===== config.mk =====
export PLATFORM = sky130hd
export DESIGN_NAME = mod60_seq_ctrl
export DESIGN_NICKNAME = d
export VERILOG_FILES = /design/src/rtl/mod60_seq_ctrl.sv
export SDC_FILE = /design/constraint.sdc
export NUM_CORES = 1
export LEC_CHECK = 0
export CORE_ASPECT_RATIO = 1.2
export CORE_MARGIN = 8
export CORE_UTILIZATION = 35
export CTS_CLUSTER_SIZE = 24
export DETAILED_ROUTE_END_ITERATION = 16
export GPL_TIMING_DRIVEN = 0
export HOLD_SLACK_MARGIN = 0.1
export PLACE_DENSITY = 0.58
export SYNTH_ARGS = -nofsm -noshare
export SYNTH_HDL_FRONTEND = slang
export SYNTH_SLANG_ARGS = --single-unit

===== constraint.sdc =====
create_clock -name clk -period 2.5 [get_ports clk]
set_input_delay 0.5 -clock clk [delete_from_list [all_inputs] [get_ports clk]]
set_output_delay 0.5 -clock clk [all_outputs]
set_load 0.005 [all_outputs]

===== src/rtl/mod60_seq_ctrl.sv =====
// mod60_seq_ctrl: run controller for a 10x6 mod-60 BCD counter pair with prescaled tick, up/down and preload
// Ports: clk; rst (async, active-low); start/pause/clear/load level commands (clear > load > start/pause);
//        load_10/load_6 preload digits; dir (0=up,1=down, latched on start);
//        cnt_10/cnt_6 BCD digits; cout one-cycle up-wrap pulse; done high in DONE; state IDLE/RUN/PAUSE/DONE
module mod60_seq_ctrl #(
  parameter int DIV       = 1,
  parameter int CNT10_MAX = 9,
  parameter int CNT6_MAX  = 5
) (
  input  logic       clk,
  input  logic       rst,
  input  logic       start,
  input  logic       pause,
  input  logic       clear,
  input  logic       load,
  input  logic [3:0] load_10,
  input  logic [3:0] load_6,
  input  logic       dir,
  output logic [3:0] cnt_10,
  output logic [3:0] cnt_6,
  output logic       cout,
  output logic       done,
  output logic [1:0] state
);
  localparam int PW = $clog2(DIV) + 1;
  localparam logic [3:0] M10 = 4'(CNT10_MAX);
  localparam logic [3:0] M6  = 4'(CNT6_MAX);
  typedef enum logic [1:0] {IDLE = 2'b00, RUN = 2'b01, PAUSE = 2'b10, DONE = 2'b11} state_t;
  state_t r_state, w_state;
  logic [3:0] r_c10, r_c6, w_c10, w_c6;
  logic [PW-1:0] r_pre, w_pre;
  logic r_dir, w_dir, r_cout, w_cout, r_done;
  logic w_tick, w_zero, w_wrap, w_load_ok, w_start_ok, w_pause_ok;
  logic [3:0] w_up10, w_up6, w_dn10, w_dn6;
  assign w_tick     = r_pre == PW'(DIV - 1);
  assign w_zero     = r_c10 == 4'd0 && r_c6 == 4'd0;
  assign w_wrap     = r_c10 == M10 && r_c6 == M6;
  assign w_up10     = r_c10 == M10 ? 4'd0 : r_c10 + 4'd1;
  assign w_up6      = r_c10 == M10 ? (r_c6 == M6 ? 4'd0 : r_c6 + 4'd1) : r_c6;
  assign w_dn10     = r_c10 == 4'd0 ? M10 : r_c10 - 4'd1;
  assign w_dn6      = r_c10 == 4'd0 ? r_c6 - 4'd1 : r_c6;
  assign w_load_ok  = load && r_state != RUN;
  assign w_start_ok = start && !pause && (r_state == IDLE || r_state == PAUSE);
  assign w_pause_ok = pause && !start && r_state == RUN;
  always_comb begin
    w_state = r_state;
    w_c10   = r_c10;
    w_c6    = r_c6;
    w_pre   = r_pre;
    w_dir   = r_dir;
    w_cout  = 1'b0;
    if (clear) begin
      w_state = IDLE;
      w_c10   = 4'd0;
      w_c6    = 4'd0;
      w_pre   = '0;
    end else if (w_load_ok) begin
      w_c10   = load_10 > M10 ? M10 : load_10;
      w_c6    = load_6 > M6 ? M6 : load_6;
      w_state = r_state == DONE ? IDLE : r_state;
    end else if (w_start_ok) begin
      w_dir   = dir;
      // a down-count from 00 has nothing to do, so it finishes without a RUN cycle
      w_state = dir && w_zero ? DONE : RUN;
      w_pre   = r_state == IDLE ? '0 : r_pre;
    end else if (w_pause_ok) begin
      w_state = PAUSE;
    end else if (r_state == RUN) begin
      w_pre = w_tick ? '0 : r_pre + 1'b1;
      if (w_tick && !r_dir) begin
        w_c10  = w_up10;
        w_c6   = w_up6;
        w_cout = w_wrap;
      end else if (w_tick && !w_zero) begin
        w_c10   = w_dn10;
        w_c6    = w_dn6;
        w_state = w_dn10 == 4'd0 && w_dn6 == 4'd0 ? DONE : RUN;
      end
    end
  end
  always_ff @(posedge clk or negedge rst) begin
    if (!rst) begin
      r_state <= IDLE;
      r_c10   <= 4'd0;
      r_c6    <= 4'd0;
      r_pre   <= '0;
      r_dir   <= 1'b0;
      r_cout  <= 1'b0;
      r_done  <= 1'b0;
    end else begin
      r_state <= w_state;
      r_c10   <= w_c10;
      r_c6    <= w_c6;
      r_pre   <= w_pre;
      r_dir   <= w_dir;
      r_cout  <= w_cout;
      r_done  <= w_state == DONE;
    end
  end
  assign cnt_10 = r_c10;
  assign cnt_6  = r_c6;
  assign cout   = r_cout;
  assign done   = r_done;
  assign state  = r_state;
endmodule


==> flow_metrics.tcl <==
set metrics [dict create \
    internal_power_mw 0.506 \
    start_util_pct 36.5 \
    netSwitchingFraction_pct 38.2 \
    path_delay_family "simple AND/OR/NAND/NOR gates" \
    critPathKind "flop to flop" \
    p_per_area_nw_per_um2 516 \
    grt_max_degree 14 \
    period_share_pct 93.4 \
    skew_ns 0.00683 \
    stdcell_count 219 \
    worstPathCellList "inv_1, ha_1, or3b_1, buf_6, o311ai_4, nor3b_4, nor2_1, a22o_1" \
    grt_use_met1_pct 15.0 \
    initialDrtViolationCount 59 \
    max_freq_mhz 428 \
    use_met3_pct 2.83 \
    crit_path_start_kind "flop" \
    setup.worst_path.end_class "flop" \
    worstSkewPairLatency_ns 0.26 \
    slew_viol_final 0 \
    n_antenna_cell 0 \
    syn_area_sq_um 1210 \
    avgSynthCellArea_sq_um 8.10 \
    cap_violations 0 \
    nets 205 \
    synth_seq_cells 13 \
    p_leak_nw 0.616 \
    syn-num-nets 171 \
    min_period_ns 2.33 \
    area_growth_pct 31.5 \
    drive_gt1_share_pct 9.89 \
    peakVddDrop_mv 0.278 \
    power_mw 0.819 \
    path_buf_inv 2 \
    synthTopCellsByCount "17 x nand2_1, 13 x dfrtp_1, 11 x inv_1" \
    first_pass_iters 4 \
    ys.flop_type "dfrtp_1" \
    n_fill_cell 335 \
    yosysTopAreaCellShare_pct 26.9 \
    grtUsageMet2_pct 21.7 \
    num_vias 1278 \
    synth_top_area_cell "dfrtp_1" \
    dp_hpwl_um 2720 \
    ys_top_cells_by_area "dfrtp_1 27%, ha_1 7.3%, nand2_1 5.3%, a21oi_1 3.7%, nand3_1 3.7%" \
    die_h_um 80.3 \
    final_antenna_net_count 0 \
    grtUsageTotal_pct 12.5 \
    setup_viol 0 \
    regToRegStartpoint "cnt_10[0]$_DFFE_PN0P_" \
    critPathMaxStageDelay_ns 0.48 \
    pwr-share-clk_pct 25.3 \
    grt_pass1_vias 1200 \
    clkSlewWorstSetupHoldPaths_ns 0.07 \
    slowest_stage "dfrtp_2" \
    seqPwrFrac_pct 31.4 \
    hold_buffers 0 \
    port_buffers 26 \
    dp.cells 212 \
    antenna_found_initial 0 \
    clock_path_buffers 2 \
    yosysMostFrequentCell "nand2_1" \
    crit_required_ns 2.65 \
    worstPathMaxFanout 9 \
    min_path_type "input port to asynchronous set/reset pin" \
    cts_sinks 13 \
    cts-buffers-inserted 3 \
    ys_async_sr_fraction_pct 100 \
    worst_pin_slew_ns 0.625 \
    reg2reg_depth 8 \
    h-tree-depth 1 \
    holdWs_ns 0.631 \
    gp_congestion 0.855 \
    grt-ovfl-total 0 \
    synth_edf_count 0 \
    r2r_slack_ns 0.17 \
    cts-root-buf "clkbuf_8" \
    grt_pass1_wl_um 5790 \
    dieArea_sq_um 5590 \
    wire_per_inst_um 16.6 \
    routed_wirelength_um 3630 \
    viasPerCell 5.84 \
    p_comb_share_pct 43.4 \
    ys_seq_area_share_pct 26.9 \
    status "finished, final reports clean" \
    slew_headroom_pct 58.2 \
    ys_types 44 \
    cts_tree "built" \
    grt.busiest_layer "met2" \
    cp.arrival_ns 2.48 \
    core_sq_um 3310 \
    dieWidth_um 69.6 \
    reg2reg_to "cnt_10[2]$_DFFE_PN0P_" \
    synthCells 149 \
    p_sw_mw 0.313 \
    ioPinCount 27 \
    ys.warnings.count 0 \
    post-route-drc-count 0 \
    num_rows 23 \
    hold_viol_final 0 \
    finalSetupTns_ns 0 \
    rsz0062_at_grt "no" \
]
-- per-stage QoR --
stage          area, sq um  setup slack, ns  util, %
3_3_place_gp          1510           0.0195     45.7
6_report              1590            0.166     48.0
4_1_cts               1560           0.0338     47.3
5_1_grt               1590           0.0225     48.0
3_5_place_dp          1510        -0.000149     45.7
2_1_floorplan         1210            0.315        -
-- repair_timing --
action / CTS / global route
buffers inserted: 0 / 3
endpoints found under the setup margin: 1 / 5
resized for setup: 1 / 1
-- sequential cells by signal, summed over array words and instances (netlist names) --
| signal | flops |
|---|---|
| cout | 1 |
| state | 2 |
| cnt_10 | 4 |
| cnt_6 | 4 |
| r_dir | 1 |
| done | 1 |
-- cells by family (layout without fill, tap and decap cells) --
logic type	Yosys count	in the layout	share of synthesized area [%]
AO/OA/AOI/OAI	47	47	28.3
XOR/XNOR	1	1	0.726
adder cells (fa/ha/maj)	7	7	7.25
buffers and inverters	18	51	7.15
flip-flops	13	13	26.9
multiplexers	1	1	0.829
AND/OR/NAND/NOR	62	62	28.8
-- worst register-to-register path, delay by kind of cell (launching register included) --
family	cells	cell delay, ns
AOI/OAI and AO/OA	2	0.45
adders and majority gates	1	0.27
buffers and inverters	2	0.26
DFF	1	0.48
and+or+nand+nor	3	0.77
-- layout make-up --
class | instances | area, sq um | share of cell area [%]
clock buffer | 4 | 45.0 | 2.84
timing repair buffer | 29 | 283 | 17.8
inverter | 11 | 41.3 | 2.60
multi-input combinational | 118 | 801 | 50.4
sequential | 13 | 327 | 20.6
tap | 37 | 46.3 | 2.92
buffer | 7 | 45.0 | 2.84
-- how the worst max path moves through the flow --
stage	start	to	cells after the start	slack (ns)
5_1_grt	cnt_10[0]$_DFFE_PN0P_	cnt_6[0]$_DFFE_PN0P_	8	0.02
3_3_place_gp	cnt_10[0]$_DFFE_PN0P_	state[1]$_DFF_PN0_	7	0.02
4_1_cts	cnt_10[0]$_DFFE_PN0P_	cnt_10[2]$_DFFE_PN0P_	8	0.03
6_report	cnt_10[0]$_DFFE_PN0P_	cnt_10[2]$_DFFE_PN0P_	8	0.17
3_5_place_dp	cnt_10[0]$_DFFE_PN0P_	state[1]$_DFF_PN0_	7	-0.0001
2_1_floorplan	cnt_10[0]$_DFFE_PN0P_	cnt_10[2]$_DFFE_PN0P_	8	0.32
-- cells in the final DEF (no fill, tap or decap), types with 3 or more instances in the layout --
| master | instances |
|---|---|
| a21oi_1 | 9 |
| a22o_1 | 3 |
| a31oi_1 | 4 |
| buf_2 | 3 |
| buf_4 | 3 |
| clkbuf_1 | 3 |
| clkbuf_8 | 3 |
| clkdlybuf4s50_1 | 26 |
| dfrtp_1 | 12 |
| ha_1 | 7 |
| inv_1 | 11 |
| nand2_1 | 17 |
| nand2b_1 | 6 |
| nand3_1 | 9 |
| nand3b_1 | 4 |
| nor2_1 | 6 |
| nor3_1 | 6 |
| nor3b_1 | 3 |
| o211ai_1 | 5 |
| o21ai_0 | 6 |
-- routing by layer --
metal	part of all wire, %	vias up
met1	46	616
li1	-	628
met4	1.4	0
met5	0	-
met3	4.1	6
met2	49	28
-- power groups by stage --
| stage | Combinational (mW) | Clock [mW] | Sequential (mW) |
|---|---|---|---|
| final | 0.355 | 0.207 | 0.257 |
| after global routing | 0.389 | 0.214 | 0.261 |
| after CTS | 0.348 | 0.201 | 0.257 |
| after detailed placement | 0.345 | 0 | 0.261 |
| after global placement | 0.341 | 0 | 0.259 |
| after floorplan | 0.228 | 0 | 0.254 |
Note: power is estimated with default switching activity, not from simulation.
